File: config.mk
export PLATFORM = sky130hd
export DESIGN_NAME = add_round_key_param
export DESIGN_NICKNAME = d
export VERILOG_FILES = /design/src/rtl/add_round_key_param.sv
export SDC_FILE = /design/constraint.sdc
export NUM_CORES = 1
export LEC_CHECK = 0
export ABC_CLOCK_PERIOD_IN_PS = 5500
export BUFFER_PORTS_ARGS = -buffer_cell sky130_fd_sc_hd__buf_2
export CORE_MARGIN = 4
export CORE_UTILIZATION = 55
export CTS_CLUSTER_SIZE = 14
export DETAILED_ROUTE_END_ITERATION = 7
export HOLD_SLACK_MARGIN = 0.12
export PLACE_DENSITY = 0.95
export SLEW_MARGIN = 5
export SYNTH_ARGS = -nofsm -noshare
export SYNTH_HDL_FRONTEND = slang
export SYNTH_SLANG_ARGS = --single-unit
File: constraint.sdc
create_clock -name ap_clk -period 5.5 [get_ports ap_clk]
set_input_delay 0.275 -clock ap_clk [delete_from_list [all_inputs] [get_ports ap_clk]]
set_output_delay 0.275 -clock ap_clk [all_outputs]
set_load 0.005 [all_outputs]
File: src/rtl/add_round_key_param.sv
// AddRoundKey over a dual-port state RAM and four per-row key ports, one column every 4 cycles.
// Define ARK_ROUND_CHECK_EN to reject round indices above NR_MAX (reported on ap_err).
module add_round_key_param #(
    parameter int DATA_W     = 32,
    parameter int KEY_W      = 8,
    parameter int NB         = 4,
    parameter int SA_W       = 5,
    parameter int KA_W       = 9,
    parameter int KEY_STRIDE = 120,
    parameter int N_W        = 6,
    parameter int NR_MAX     = 14
) (
    input  logic              ap_clk,
    input  logic              ap_rst,
    input  logic              ap_start,
    output logic              ap_done,
    output logic              ap_idle,
    output logic              ap_ready,
    output logic              ap_err,
    input  logic [N_W-1:0]    n,
    output logic [SA_W-1:0]   statemt_address0,
    output logic              statemt_ce0,
    output logic              statemt_we0,
    output logic [DATA_W-1:0] statemt_d0,
    input  logic [DATA_W-1:0] statemt_q0,
    output logic [SA_W-1:0]   statemt_address1,
    output logic              statemt_ce1,
    output logic              statemt_we1,
    output logic [DATA_W-1:0] statemt_d1,
    input  logic [DATA_W-1:0] statemt_q1,
    output logic [KA_W-1:0]   key_address0,
    output logic              key_ce0,
    input  logic [KEY_W-1:0]  key_q0,
    output logic [KA_W-1:0]   key_address1,
    output logic              key_ce1,
    input  logic [KEY_W-1:0]  key_q1,
    output logic [KA_W-1:0]   key_address2,
    output logic              key_ce2,
    input  logic [KEY_W-1:0]  key_q2,
    output logic [KA_W-1:0]   key_address3,
    output logic              key_ce3,
    input  logic [KEY_W-1:0]  key_q3
);

    // Column counter must reach NB itself to signal completion.
    localparam int J_W = $clog2(NB + 1);

    typedef enum logic [4:0] {
        IDLE = 5'b00001,
        CHK  = 5'b00010,
        RD   = 5'b00100,
        WA   = 5'b01000,
        WB   = 5'b10000
    } state_t;

    localparam logic [KA_W-1:0] ROW1_OFF = KA_W'(KEY_STRIDE);
    localparam logic [KA_W-1:0] ROW2_OFF = KA_W'(2 * KEY_STRIDE);
    localparam logic [KA_W-1:0] ROW3_OFF = KA_W'(3 * KEY_STRIDE);
    localparam logic [J_W-1:0]  J_END    = J_W'(NB);

    state_t            state_q, state_d;
    logic [J_W-1:0]    j_q, j_d;
    logic [KA_W-1:0]   base_q, base_d;
    logic [DATA_W-1:0] cap0_q, cap0_d, cap1_q, cap1_d;
    logic [DATA_W-1:0] x2_q, x2_d, x3_q, x3_d;
    logic              err_q, err_d;
    logic              col_done;
    logic              bad_round;
    logic [SA_W-1:0]   col_base;
    logic [KA_W-1:0]   key_col;

    assign col_done = (j_q == J_END);
    assign col_base = SA_W'({j_q, 2'b00});
    assign key_col  = base_q + KA_W'(j_q);

`ifdef ARK_ROUND_CHECK_EN
    assign bad_round = (32'(n) > 32'(NR_MAX));
`else
    assign bad_round = 1'b0;
`endif

    always_ff @(posedge ap_clk) begin
        if (ap_rst) begin
            state_q <= IDLE;
            j_q     <= '0;
            base_q  <= '0;
            cap0_q  <= '0;
            cap1_q  <= '0;
            x2_q    <= '0;
            x3_q    <= '0;
            err_q   <= 1'b0;
        end else begin
            state_q <= state_d;
            j_q     <= j_d;
            base_q  <= base_d;
            cap0_q  <= cap0_d;
            cap1_q  <= cap1_d;
            x2_q    <= x2_d;
            x3_q    <= x3_d;
            err_q   <= err_d;
        end
    end

    always_comb begin
        state_d = state_q;
        j_d     = j_q;
        base_d  = base_q;
        cap0_d  = cap0_q;
        cap1_d  = cap1_q;
        x2_d    = x2_q;
        x3_d    = x3_q;
        err_d   = 1'b0;
        unique case (state_q)
            IDLE: begin
                if (ap_start) begin
                    state_d = CHK;
                    base_d  = KA_W'(32'(n) * 32'(NB));
                    // A rejected round skips straight to the completion check.
                    j_d     = bad_round ? J_END : '0;
                    err_d   = bad_round;
                end
            end
            CHK: state_d = col_done ? IDLE : RD;
            RD: begin
                state_d = WA;
                cap0_d  = statemt_q0;
                cap1_d  = statemt_q1;
            end
            WA: begin
                state_d = WB;
                x2_d    = statemt_q0 ^ DATA_W'(key_q2);
                x3_d    = statemt_q1 ^ DATA_W'(key_q3);
            end
            WB: begin
                state_d = CHK;
                j_d     = j_q + J_W'(1);
            end
            default: state_d = IDLE;
        endcase
    end

    always_comb begin
        statemt_address0 = '0;
        statemt_address1 = '0;
        statemt_ce0      = 1'b0;
        statemt_ce1      = 1'b0;
        statemt_we0      = 1'b0;
        statemt_we1      = 1'b0;
        statemt_d0       = '0;
        statemt_d1       = '0;
        key_address0     = '0;
        key_address1     = '0;
        key_address2     = '0;
        key_address3     = '0;
        key_ce0          = 1'b0;
        key_ce1          = 1'b0;
        key_ce2          = 1'b0;
        key_ce3          = 1'b0;
        unique case (state_q)
            CHK: begin
                if (!col_done) begin
                    statemt_address0 = col_base;
                    statemt_address1 = col_base | SA_W'(1);
                    statemt_ce0      = 1'b1;
                    statemt_ce1      = 1'b1;
                end
            end
            RD: begin
                statemt_address0 = col_base | SA_W'(2);
                statemt_address1 = col_base | SA_W'(3);
                statemt_ce0      = 1'b1;
                statemt_ce1      = 1'b1;
                key_address0     = key_col;
                key_address1     = key_col + ROW1_OFF;
                key_address2     = key_col + ROW2_OFF;
                key_address3     = key_col + ROW3_OFF;
                key_ce0          = 1'b1;
                key_ce1          = 1'b1;
                key_ce2          = 1'b1;
                key_ce3          = 1'b1;
            end
            WA: begin
                statemt_address0 = col_base;
                statemt_address1 = col_base | SA_W'(1);
                statemt_ce0      = 1'b1;
                statemt_ce1      = 1'b1;
                statemt_we0      = 1'b1;
                statemt_we1      = 1'b1;
                statemt_d0       = cap0_q ^ DATA_W'(key_q0);
                statemt_d1       = cap1_q ^ DATA_W'(key_q1);
            end
            WB: begin
                statemt_address0 = col_base | SA_W'(2);
                statemt_address1 = col_base | SA_W'(3);
                statemt_ce0      = 1'b1;
                statemt_ce1      = 1'b1;
                statemt_we0      = 1'b1;
                statemt_we1      = 1'b1;
                statemt_d0       = x2_q;
                statemt_d1       = x3_q;
            end
            default: ;
        endcase
    end

    assign ap_ready = (state_q == CHK) && col_done;
    assign ap_idle  = (state_q == IDLE) && !ap_start;
    assign ap_done  = ap_ready || ap_idle;
    assign ap_err   = (state_q == CHK) && err_q;

endmodule
==> Yosys cells after proc, flatten, opt, wreduce, memory -nomap -nowiden <==
Cells that the tools add are included.
Widths: inputs -> output; s select.
{ "op_classes": {"addsub": 5, "eq_ne": 7, "n_mux": 19, "n_bitwise": 4, "reduce_logical": 10} }
{ "ops": {"columns": ["cell", "n"], "rows": [
  ["$pmux 32 s2", 2],
  ["$xor 32x8->32", 4],
  ["$mux 9", 4],
  ["$pmux 5 s3", 2],
  ["$pmux 5 s5", 1],
  ["$mux 5", 3],
  ["$add 8x3->9", 1],
  ["$add 9x7->9 const B", 1],
  ["$add 9x8->9 const B", 1],
  ["$add 9x9->9 const B", 1],
  ["$mux 3", 2],
  ["$pmux 3 s2", 1],
  ["$eq 5x1->1 const B", 1],
  ["$eq 5x2->1 const B", 1],
  ["$eq 5x3->1 const B", 1],
  ["$eq 5x4->1 const B", 1],
  ["$eq 5x5->1 const B", 1],
  ["$reduce_and 2->1", 2],
  ["$reduce_or 2->1", 2],
  ["$add 3x1->3 const B", 1],
  ["$eq 3x3->1 const B", 1],
  ["$mux 1", 3],
  ["$reduce_or 3->1", 1],
  ["$logic_and 1x1->1", 2],
  ["other kinds (5)", 5]
]} }
{ "totals": {"register_bits": 142, "output_inout_bits": 122} }

==> Depth between registers and ports, before layout <==
Gate-level depths: netlist (run 1).
{ "depth": {"depth_word": 3, "depth_mapped": 9, "depth_no_buf": 8} }

==> Worst setup path after synthesis (run 1) <==
Ideal clock, no wire load.
{ "synth_path": {"kind": "reg2out", "start": "register j_q[2]", "end": "output port key_address1[8]", "arrival_time_ns": 2.271, "required_ns": 5.225, "setup_slack_ns": 2.954, "path_stages_with_launch": 10, "path_buffers": 1, "path_cell_list": "dfxtp_1 -> ha_1 -> ha_1 -> buf_2 -> xnor2_1 -> ha_1 -> nor2b_1 -> a211oi_1 -> o22ai_1 -> a2111oi_0"} }
{ "synth_via": {"elab_chain_cells": 3} }
{ "synth_rtl": {"columns": ["element", "line_no", "text"], "rows": [
  ["from (decl)", "62", "logic [J_W-1:0] j_q, j_d;"],
  ["from (signal assigned)", "94", "j_q <= j_d;"],
  ["$add 8x3->9", "74", "assign key_col = base_q + KA_W'(j_q);"],
  ["$add 9x7->9", "174", "key_address1 = key_col + ROW1_OFF;"],
  ["$mux 9", "159", "unique case (state_q)"],
  ["to (decl)", "34", "output logic [KA_W-1:0] key_address1,"]
]} }
No other way between the ends.

==> Final worst setup path (run 1) <==
Ends and elaborated chain as after synthesis.

==> results of run 1 <==
==> Yosys cell counts (9+ instances only) <==
cell	n	area [um^2]
inv_1	9	33.78
a21oi_1	118	590.6
a22o_1	48	420.4
xnor2_1	37	324.1
a211oi_1	21	157.7
nor2_1	50	187.7
clkbuf_1	20	75.07
o21ai_1	17	85.08
dfxtp_1	142	2843
nand2_1	248	930.9
buf_2	37	185.2
buf_4	31	232.7
==> flip-flops by register name, indices dropped and copies added, names as in the netlist <==
name     cells
cap0_q      32
cap1_q      32
x2_q        32
x3_q        32
base_q       6
state_q      5
j_q          3
==> routing by layer <==
| layer | global-route usage, % | wire length [um] | vias to the layer above | part of all wire [%] |
|---|---|---|---|---|
| li1 | - | - | 3339 | - |
| met1 | 32.07 | 7750 | 3280 | 38 |
| met2 | 50.16 | 10410 | 417 | 51 |
| met3 | 6.458 | 1485 | 73 | 7.3 |
| met4 | 14.92 | 758 | 0 | 3.7 |
| met5 | 0 | 0 | - | 0 |
==> layout by cell type, fill, tap and decap left out, types with 2 or more instances in the layout <==
| master | netlist | layout |
|---|---|---|
| a211oi_1 | 21 | 21 |
| nand3_1 | 2 | 2 |
| ha_1 | 7 | 7 |
| a21oi_1 | 118 | 118 |
| nor2_1 | 50 | 50 |
| nor3_1 | 7 | 7 |
| o21ai_0 | 3 | 3 |
| a22o_1 | 48 | 48 |
| nor2b_1 | 2 | 2 |
| dlygate4sd3_1 | 0 | 65 |
| xor2_1 | 5 | 5 |
| nand4_1 | 2 | 2 |
| buf_4 | 31 | 8 |
| dfxtp_1 | 142 | 142 |
| xnor2_1 | 37 | 37 |
| and2_1 | 4 | 4 |
| o22ai_1 | 2 | 2 |
| o21ai_1 | 17 | 17 |
| clkbuf_16 | 0 | 17 |
| clkinvlp_4 | 0 | 4 |
| mux2i_1 | 7 | 7 |
| o211ai_1 | 5 | 5 |
| buf_2 | 37 | 223 |
| inv_1 | 9 | 9 |
| a2111oi_0 | 2 | 2 |
| nand3b_1 | 4 | 4 |
| nand2b_1 | 2 | 2 |
| a211o_1 | 2 | 2 |
| or3_1 | 2 | 2 |
| clkinv_2 | 0 | 5 |
| clkinv_4 | 0 | 3 |
| conb_1 | 1 | 2 |
| nand2_1 | 248 | 248 |
| a21oi_2 | 2 | 2 |
| nand4b_1 | 3 | 3 |
==> final cells by class <==
class / instances / share of cell area (%)
clock buffer: 18 / 4.871
multi-input combinational: 622 / 38.25
sequential: 142 / 32.27
timing repair buffer: 296 / 20.74
clock inverter: 14 / 1.363
inverter: 10 / 0.4261
tap: 147 / 2.088
==> through the flow <==
stage	instances	cell area (um^2)	worst slack, ns	hold slack [ns]	util [%]
2_1_floorplan	866	6778	2.954	0.4110	-
3_3_place_gp	1152	7610	2.664	0.4412	63.35
3_5_place_dp	1152	7610	2.604	0.4464	63.35
4_1_cts	1249	8810	2.144	0.1203	73.34
5_1_grt	1249	8810	1.920	0.1281	73.34
6_report	1249	8810	2.125	0.1359	73.34
==> tightest hold or removal path, cell delays in order <==
cell	delay, ns
buf_2	0.11
nand2_1	0.05
a21oi_1	0.06
==> power by group through the flow <==
stage	combinational, mW	sequential (mW)	clock [mW]
after CTS	0.189	1.05	1.06
after global routing	0.212	1.05	1.11
after detailed placement	0.152	1.07	0
final	0.194	1.05	1.06
after floorplan	0.102	1.06	0
after global placement	0.150	1.07	0
==> how the worst max path moves through the flow <==
| stage | start | to | slack [ns] |
|---|---|---|---|
| after floorplan | j_q[2]$_SDFFE_PP0P_ | key_address1[8] | 2.95 |
| after global placement | j_q[2]$_SDFFE_PP0P_ | key_address1[8] | 2.66 |
| after detailed placement | j_q[2]$_SDFFE_PP0P_ | key_address1[8] | 2.60 |
| after CTS | j_q[2]$_SDFFE_PP0P_ | key_address1[8] | 2.14 |
| after global routing | j_q[2]$_SDFFE_PP0P_ | key_address1[8] | 1.92 |
| final | j_q[2]$_SDFFE_PP0P_ | key_address1[8] | 2.12 |
==> what timing repair did <==
| item | in CTS | in global routing |
|---|---|---|
| hold endpoints to repair | 107 | 0 |
| buffers inserted | 0 | 0 |
| hold buffers | 65 | 0 |
==> kinds of logic (layout without fill, tap and decap cells) <==
family                   count (synthesis)  in the layout  synth area share, %
flip-flops                             142            142                41.97
other                                    1              2              0.05536
adder cells (fa/ha/maj)                  7              7                1.293
XOR/XNOR                                42             42                5.430
AND/OR/NAND/NOR                        334            334                20.19
multiplexers                             7              7                1.034
AO/OA/AOI/OAI                          230            230                21.54
buffers and inverters                  102            338                8.496
==> metrics.yaml, run 1 <==
power:
  combPwrFrac_pct: 8.4
  p_per_area_nw_per_um2: 261.1
  finalPower_mw: 2.300
  intPower_mw: 1.756
  swShare_pct: 23.63
  power_frac_clock_pct: 45.9
  power_frac_seq_pct: 45.7
  netSwitchingPower_mw: 0.5435
  p_leak_nw: 3.665
  ir_drop_uv: 215.8
timing:
  slew_headroom_pct: 33.01
  rsz0062_at_grt: "false"
  final.period_utilization_pct: 61.37
  setup_viol: 0
  final.setup.tns_ns: 0
  worst_slew_pin_slew_ns: 1.005
  hold_violations: 0
  skew_ns: 0.01431
  fmax_mhz: 296.3
  drv_slew: 0
  period_minus_slack_ns: 3.375
cts:
  cts_tree: "yes"
  numCtsBuffers: 17
  cts.sinks: 142
  cts_buffer_depth: 2
  clkTransAtPathRegs_ns: 0.05
  ctsResizeCount: 0
  cts_root_buffer: "clkbuf_16"
  h-tree-depth: 4
  clk_latency_ns: 0.42
final_layout:
  area_growth_pct: 30.05
  n_antenna_cell: 0
  multi_input_area_um2: 3369
  nFillCells: 816
  ff_latch_area_um2: 2843
  drive_gt1_share_pct: 24.59
  nNetsFinal: 1201
worst_setup_path:
  r2r_cells: 5
  cp_top_family: "adder cells"
  r2r_setup_slack_ns: 3.19
  cp_slowest_stage_delay_ns: 0.45
  cp_num_cells: 9
  slowest_stage: "ha_1"
  criticalPathCategory: "flip-flop to output pin"
  reg2reg_from: "state_q[4]$_SDFFE_PP0N_"
  crit_arrival_ns: 3.10
  worst_ep_required_time_ns: 5.22
  r2r_end: "x2_q[21]$_SDFFE_PP0N_"
  crit_buf_inv: 1
  crit_path_end_kind: "output pin"
  worstPathCellList: "ha_1 > ha_1 > xnor2_1 > ha_1 > nor2b_1 > a211oi_1 > o22ai_1 > a2111oi_0 > buf_2"
  cp-start-kind: "flip-flop"
  worst-path-max-fanout: 11
  path_common_cell: "ha_1"
synth:
  netlist_area_um2: 6774
  ys_seq_area_share_pct: 41.97
  synth_ff_type: "dfxtp_1"
  synth-async-reset-ratio_pct: 0
  syn_avg_cell_area_um2: 7.831
  synth-edff-count: 0
  ys_ff_latch: 142
  synth_cell_types: 52
  yosys_warnings: 0
  netlist_instances: 865
route:
  drt-total-wl_mm: 20.40
  drt-wirelength-per-cell_um: 16.34
  drc: 0
  vias: 7109
  drt_iter0_markers: 665
  drt_first_pass_iters: 6
  viasPerCell: 5.692
  antenna_left: 0
global_routing:
  gr-total-overflow: 0
  grt_pass1_wl_mm: 33.00
  grt_pass1_vias: 6925
  antenna_found_initial: 0
  grt_start_max_net_pins: 91
  track_usage_pct: 28.53
floorplan:
  fp.dieH_um: 119.0
  initial_utilization_pct: 56.40
  core_area_um2: 12010
  fp-row-count: 40
  dieWidth_um: 119.0
  io-pin-count: 227
  die_area_um2: 14160
status:
  outcome: "complete, no violations"
placed_design:
  io_buffers: 224
  place.detailed.hpwl_mm: 11.89
  place.gp.congestion: 0.8282
min_path:
  min_path_cells: 3
  hp-class: "input pin to flip-flop"
  worstHoldEndpoint: "cap1_q[2]$_SDFFE_PP0P_"
  worstHoldStart: "statemt_q1[2]"
run:
  cap_violations: 0
Power figures use the tool's default switching activity.
==> run 2, diff against run 1 <==
- ABC_CLOCK_PERIOD_IN_PS: 5500 -> 3100
- CORE_UTILIZATION: 55 -> 46
- PLACE_DENSITY: 0.95 -> 0.87
- clock period: 5.5 -> 3.1 ns (I/O delays scaled with it)
==> run 2 against run 1 <==
Wire length rose by 0.34%; combinational power grew 95%; worst setup slack got worse by 1.9 ns; global-route usage shrank 4.3 points; first-iteration DRC count decreased by 12%; clock-buffer cell count stayed put; via count is 1.3% lower; die area up 18%; utilization fell by 9.5 points; critical endpoint unchanged; largest power group unchanged.
==> metrics.yaml, run 2 (synthesis gave the netlist of run 1 again) <==
status:
  outcome: "complete, no violations"  # unchanged
power:
  p_per_area_nw_per_um2: 478.9  # was 261.1 nW/um^2
  p_leak_nw: 3.831  # was 3.665 nW
  finalPower_mw: 4.427  # was 2.300 mW
  ir_drop_uv: 428.0  # was 215.8 uV
placed_design:
  place.detailed.hpwl_mm: 11.86  # was 11.89 mm
  dp_cells: 1195  # was 1,152
  dpl_worst_slack_ns: 0.4493  # was 2.604 ns
  io_buffers: 224  # unchanged
  placed_area_um2: 7726  # was 7610 um^2
  place.gp.congestion: 0.8711  # was 0.8282
final_layout:
  nNetsFinal: 1228  # was 1,201
  n_antenna_cell: 0  # unchanged
  fin_util_pct: 63.85  # was 73.34%
  area_growth_pct: 36.48  # was 30.05%
  final_common_cell: "nand2_1"  # unchanged
  finalNonFillerCells: 1313  # was 1,249
  drive_gt1_share_pct: 24.80  # was 24.59%
  layout_common_cells: "nand2_1 (248), buf_2 (223), dfxtp_1 (141)"  # was nand2_1 (248), buf_2 (223), dfxtp_1 (142)
  design_area_um2: 9245  # was 8810 um^2
worst_setup_path:
  crit_path_end_kind: "output pin"  # unchanged
  crit_arrival_ns: 2.70  # was 3.10 ns
  cp_slowest_stage_delay_ns: 0.37  # was 0.45 ns
  cp-start-kind: "flip-flop"  # unchanged
  r2r_cells: 6  # was 5
  path_common_cell: "ha_1"  # unchanged
  worstPathCellList: "ha_4 > ha_1 > xnor2_1 > ha_1 > nor2b_1 > nor3_1 > a2111oi_2 > buf_2"  # was ha_1 > ha_1 > xnor2_1 > ha_1 > nor2b_1 > a211oi_1 > o22ai_1 > a2111oi_0 > buf_2
  worst_ep_required_time_ns: 2.94  # was 5.22 ns
  criticalPathCategory: "flip-flop to output pin"  # unchanged
  slowest_stage: "a2111oi_2"  # was ha_1
  worst-path-max-fanout: 7  # was 11
cts:
  numCtsBuffers: 17  # unchanged
  clkTransAtPathRegs_ns: 0.06  # was 0.05 ns
  cts_buffer_depth: 2  # unchanged
  cts_root_buffer: "clkbuf_16"  # unchanged
  cts.sinks: 142  # unchanged
  cts_tree: "yes"  # unchanged
  h-tree-depth: 4  # unchanged
  clk_latency_ns: 0.42  # about the same
timing:
  skew_ns: 0.007425  # was 0.01431 ns
  hold_violations: 0  # unchanged
  setup_slack_ns: 0.2452  # was 2.125 ns
  final.setup.tns_ns: 0  # unchanged
  final.period_utilization_pct: 92.09
  period_minus_slack_ns: 2.855
  drv_slew: 0  # unchanged
  worst_slew_pin_slew_ns: 0.9957  # was 1.005 ns
  rsz0062_at_grt: "false"  # unchanged
  fmax_mhz: 350.3
  slew_headroom_pct: 33.62  # was 33.01%
  holdWs_ns: 0.2980  # was 0.1359 ns
  setup_viol: 0  # unchanged
route:
  vias: 7019  # was 7,109
  drt-total-wl_mm: 20.47  # was 20.40 mm
  drc: 0  # unchanged
  drt_iter0_markers: 582  # was 665
  antenna_left: 0  # unchanged
  drt_first_pass_iters: 5  # was 6
  viasPerCell: 5.346  # was 5.692
  drt-wirelength-per-cell_um: 15.59  # was 16.34 um
floorplan:
  core_area_um2: 14480  # was 12,010 um^2
  fp.dieH_um: 129.4  # was 119.0 um
  initial_utilization_pct: 46.79  # was 56.40%
  dieWidth_um: 129.4  # was 119.0 um
  fp-row-count: 44  # was 40
  die_area_um2: 16730  # was 14,160 um^2
  io-pin-count: 227  # unchanged
global_routing:
  antenna_found_initial: 0  # unchanged
  grt_pass1_wl_mm: 32.97  # was 33.00 mm
  gr-total-overflow: 0  # unchanged
  grt_pass1_vias: 6880  # was 6,925
  grt_start_max_net_pins: 94  # was 91
  track_usage_pct: 24.25  # was 28.53%
run:
  cap_violations: 0  # unchanged
min_path:
  min_path_cells: 4  # was 3
  hp-class: "input pin to flip-flop"  # unchanged
==> run 2: where the power goes <==
part           internal (mW)  total [mW]  leakage (nW)  switching, mW
Sequential              1.84        1.86          1.15         0.0237
Combinational          0.200       0.378          2.38          0.177
Clock                   1.37        2.19         0.308          0.822
==> run 2: critical path: cells and delay by family (launching register included) <==
kind | cells | cell delay [ns]
AO/OA/AOI/OAI | 1 | 0.37
XOR/XNOR | 1 | 0.25
adder cells (fa/ha/maj) | 3 | 0.72
buffers and inverters | 1 | 0.18
flip-flops | 1 | 0.35
AND/OR/NAND/NOR | 2 | 0.42
==> run 2: area by class of cell <==
cell class	instances	area (um^2)
clock buffers	18	429.2
repair buffers	323	2107
fillers	1125	5234
well taps	184	230.2
flip-flops and latches	142	2844
inverters	10	37.54
clock inverters	14	209.0
multi-input cells	622	3388
==> run 2: final timing paths <==
path / end / slack [ns] / startpoint
setup / recovery: key_address1[8] / 0.25 / j_q[2]$_SDFFE_PP0P_
hold / removal: state_q[4]$_SDFFE_PP0N_ / 0.30 / ap_start
setup reg to reg: cap0_q[2]$_SDFFE_PP0P_ / 0.89 / state_q[0]$_SDFFE_PP1N_
hold reg to reg: x3_q[18]$_SDFFE_PP0N_ / 0.46 / x3_q[18]$_SDFFE_PP0N_
==> run 2: metal layers <==
layer	vias to the layer above	routed length [um]	GRT usage [%]
met2	332	10230	41.37
met1	3237	8075	28.34
met4	0	576	10.56
li1	3394	-	-
met5	-	0	0
met3	56	1592	7.090
==> run 2: repair_timing <==
action / 4_1_cts / 5_1_grt
hold buffers: 86 / 0
hold endpoints to repair: 134 / 0
setup endpoints to repair: 1 / 1
resized for setup: 1 / 4
buffers inserted: 0 / 0
==> run 3, diff against run 2 <==
- ABC_CLOCK_PERIOD_IN_PS: 3100 -> 3400
- CORE_MARGIN: 4 -> 1.5
- CORE_UTILIZATION: 46 -> 55
- GPL_ROUTABILITY_DRIVEN: not set -> 0
- PLACE_DENSITY: 0.87 -> 0.95
- clock period: 3.1 -> 3.4 ns (I/O delays scaled with it)
==> run 3 against run 2 <==
Utilization is 13 points higher; via count up 3.6%; design area decreased by 0.78%; critical path depth grew 1; sequential share of layout area is 0.23 points higher; clock-buffer cell count increased by 3; global-route usage grew 8.1 points; flip-flop and latch count is the same; worst setup slack worse by 0.036 ns; worst hold slack worse by 0.047 ns; register-to-register slack better by 0.21 ns; sequential power down 9%.
==> metrics.yaml, run 3 (synthesis gave the netlist of run 1 again) <==
final_layout:
  fin_util_pct: 76.36  # was 63.85%
  layout_common_cells: "nand2_1 (248), buf_2 (223), dfxtp_1 (142)"  # was nand2_1 (248), buf_2 (223), dfxtp_1 (141)
  n_antenna_cell: 0  # unchanged
  area_growth_pct: 35.41  # was 36.48%
  drive_gt1_share_pct: 24.56  # was 24.80%
  final_common_cell: "nand2_1"  # unchanged
  finalNonFillerCells: 1275  # was 1,313
  nFillCells: 731  # was 1,125
  nNetsFinal: 1227  # was 1,228
cts:
  cts_buffer_depth: 2  # unchanged
  cts.sinks: 142  # unchanged
  h-tree-depth: 4  # unchanged
  clkTransAtPathRegs_ns: 0.06  # about the same
  post-cts-setup-buffer-count: 0  # unchanged
  cts_root_buffer: "clkbuf_16"  # unchanged
  cts_tree: "yes"  # unchanged
  numCtsBuffers: 17  # unchanged
  clk_latency_ns: 0.41  # was 0.42 ns
worst_setup_path:
  crit_buf_inv: 1  # unchanged
  crit_arrival_ns: 3.02  # was 2.70 ns
  worst_ep_required_time_ns: 3.23  # was 2.94 ns
  cp-start-kind: "flip-flop"  # unchanged
  worst-path-max-fanout: 11  # was 7
  cp_top_family: "adder cells"  # unchanged
  path_common_cell: "ha_1"  # unchanged
  worstPathCellList: "ha_1 > ha_2 > xnor2_1 > ha_1 > nor2b_1 > a211oi_1 > o22ai_1 > a2111oi_0 > buf_2"  # was ha_4 > ha_1 > xnor2_1 > ha_1 > nor2b_1 > nor3_1 > a2111oi_2 > buf_2
  criticalPathCategory: "flip-flop to output pin"  # unchanged
  cp_slowest_stage_delay_ns: 0.41  # was 0.37 ns
  crit_path_end_kind: "output pin"  # unchanged
  slowest_stage: "dfxtp_1"  # was a2111oi_2
route:
  drt-total-wl_mm: 21.30  # was 20.47 mm
  antenna_left: 0  # unchanged
  vias: 7271  # was 7,019
  drt_iter0_markers: 666  # was 582
  drc: 0  # unchanged
  drt_first_pass_iters: 6  # was 5
  drt-wirelength-per-cell_um: 16.71  # was 15.59 um
  viasPerCell: 5.703  # was 5.346
timing:
  drv_slew: 0  # unchanged
  period_minus_slack_ns: 3.191
  setup_slack_ns: 0.2087  # was 0.2452 ns
  worst_slew_pin_slew_ns: 0.6904  # was 0.9957 ns
  final.period_utilization_pct: 93.86
  slew_headroom_pct: 53.90  # was 33.62%
  skew_ns: 0.009354  # was 0.007425 ns
  setup_viol: 0  # unchanged
  hold_violations: 0  # unchanged
  final.setup.tns_ns: 0  # unchanged
  rsz0062_at_grt: "false"  # unchanged
  fmax_mhz: 313.4
global_routing:
  grt_start_max_net_pins: 74  # was 94
  antenna_found_initial: 0  # unchanged
  grt_pass1_wl_mm: 33.11  # was 32.97 mm
  grt_use_met1_pct: 33.97  # was 28.34%
  grtUsageMet3_pct: 8.023  # was 7.090%
  grt_pass1_vias: 7031  # was 6,880
  track_usage_pct: 32.39  # was 24.25%
  gr-total-overflow: 0  # unchanged
  grt_use_met2_pct: 57.83  # was 41.37%
  busiest_layer: "met2"  # unchanged
floorplan:
  dieWidth_um: 114.0  # was 129.4 um
  fp.dieH_um: 114.0  # was 129.4 um
  die_area_um2: 12990  # was 16,730 um^2
  initial_utilization_pct: 56.40  # was 46.79%
  io-pin-count: 227  # unchanged
  fp-row-count: 40  # was 44
  core_area_um2: 12010  # was 14,480 um^2
placed_design:
  dpl_worst_slack_ns: 0.5950  # was 0.4493 ns
  place.detailed.hpwl_mm: 11.10  # was 11.86 mm
  io_buffers: 224  # unchanged
  dp_cells: 1157  # was 1,195
power:
  p_leak_nw: 3.825  # was 3.831 nW
  ir_drop_uv: 477.1  # was 428.0 uV
  p_per_area_nw_per_um2: 441.8  # was 478.9 nW/um^2
run:
  cap_violations: 0  # unchanged
status:
  outcome: "complete, no violations"  # unchanged
min_path:
  hp-class: "input pin to flip-flop"  # unchanged
## run 3: power breakdown
part           internal [mW]  total (mW)  switching, mW
sequential              1.68        1.70         0.0236
clock                   1.30        2.01          0.717
combinational          0.181       0.340          0.160
total                   3.15        4.05          0.900
## run 3: routing by layer
layer,vias to the layer above,share of wire [%]
li1,3393,-
met1,3307,36
met2,464,50
met3,107,8.2
met4,0,5.6
met5,-,0
## run 3: worst paths after layout
| path | start | end | slack [ns] | cells past startpoint |
|---|---|---|---|---|
| max | j_q[2]$_SDFFE_PP0P_ | key_address1[8] | 0.21 | 9 |
| min | ap_rst | cap0_q[7]$_SDFFE_PP0P_ | 0.25 | 2 |
| max reg2reg | state_q[3]$_SDFFE_PP0N_ | cap1_q[10]$_SDFFE_PP0P_ | 1.10 | 6 |
| min reg2reg | x2_q[30]$_SDFFE_PP0N_ | x2_q[30]$_SDFFE_PP0N_ | 0.45 | 2 |
## run 3: area by class of cell
class                      count  area, um^2  share of cell area, %
clock inverter                11       178.9                  1.951
tap                          147       183.9                  2.005
multi-input combinational    622        3372                  36.76
timing repair buffer         322        2087                  22.75
sequential                   142        2843                  30.99
clock buffer                  21       470.5                  5.129
inverter                      10       37.54                 0.4092
## run 3: timing repair
item | CTS | global route
resized for setup | 0 | 1
endpoints found under the hold margin | 134 | 0
endpoints found under the setup margin | 0 | 1
hold buffers | 86 | 0
## run 3: metrics by stage
step	instance area, um^2	power, mW	hold WS (ns)
floorplan	6778	1.882	0.3060
global placement	7660	1.975	0.4088
detailed placement	7660	1.981	0.4106
CTS	9170	4.047	0.2398
global route	9173	4.165	0.2777
finish	9173	4.052	0.2515
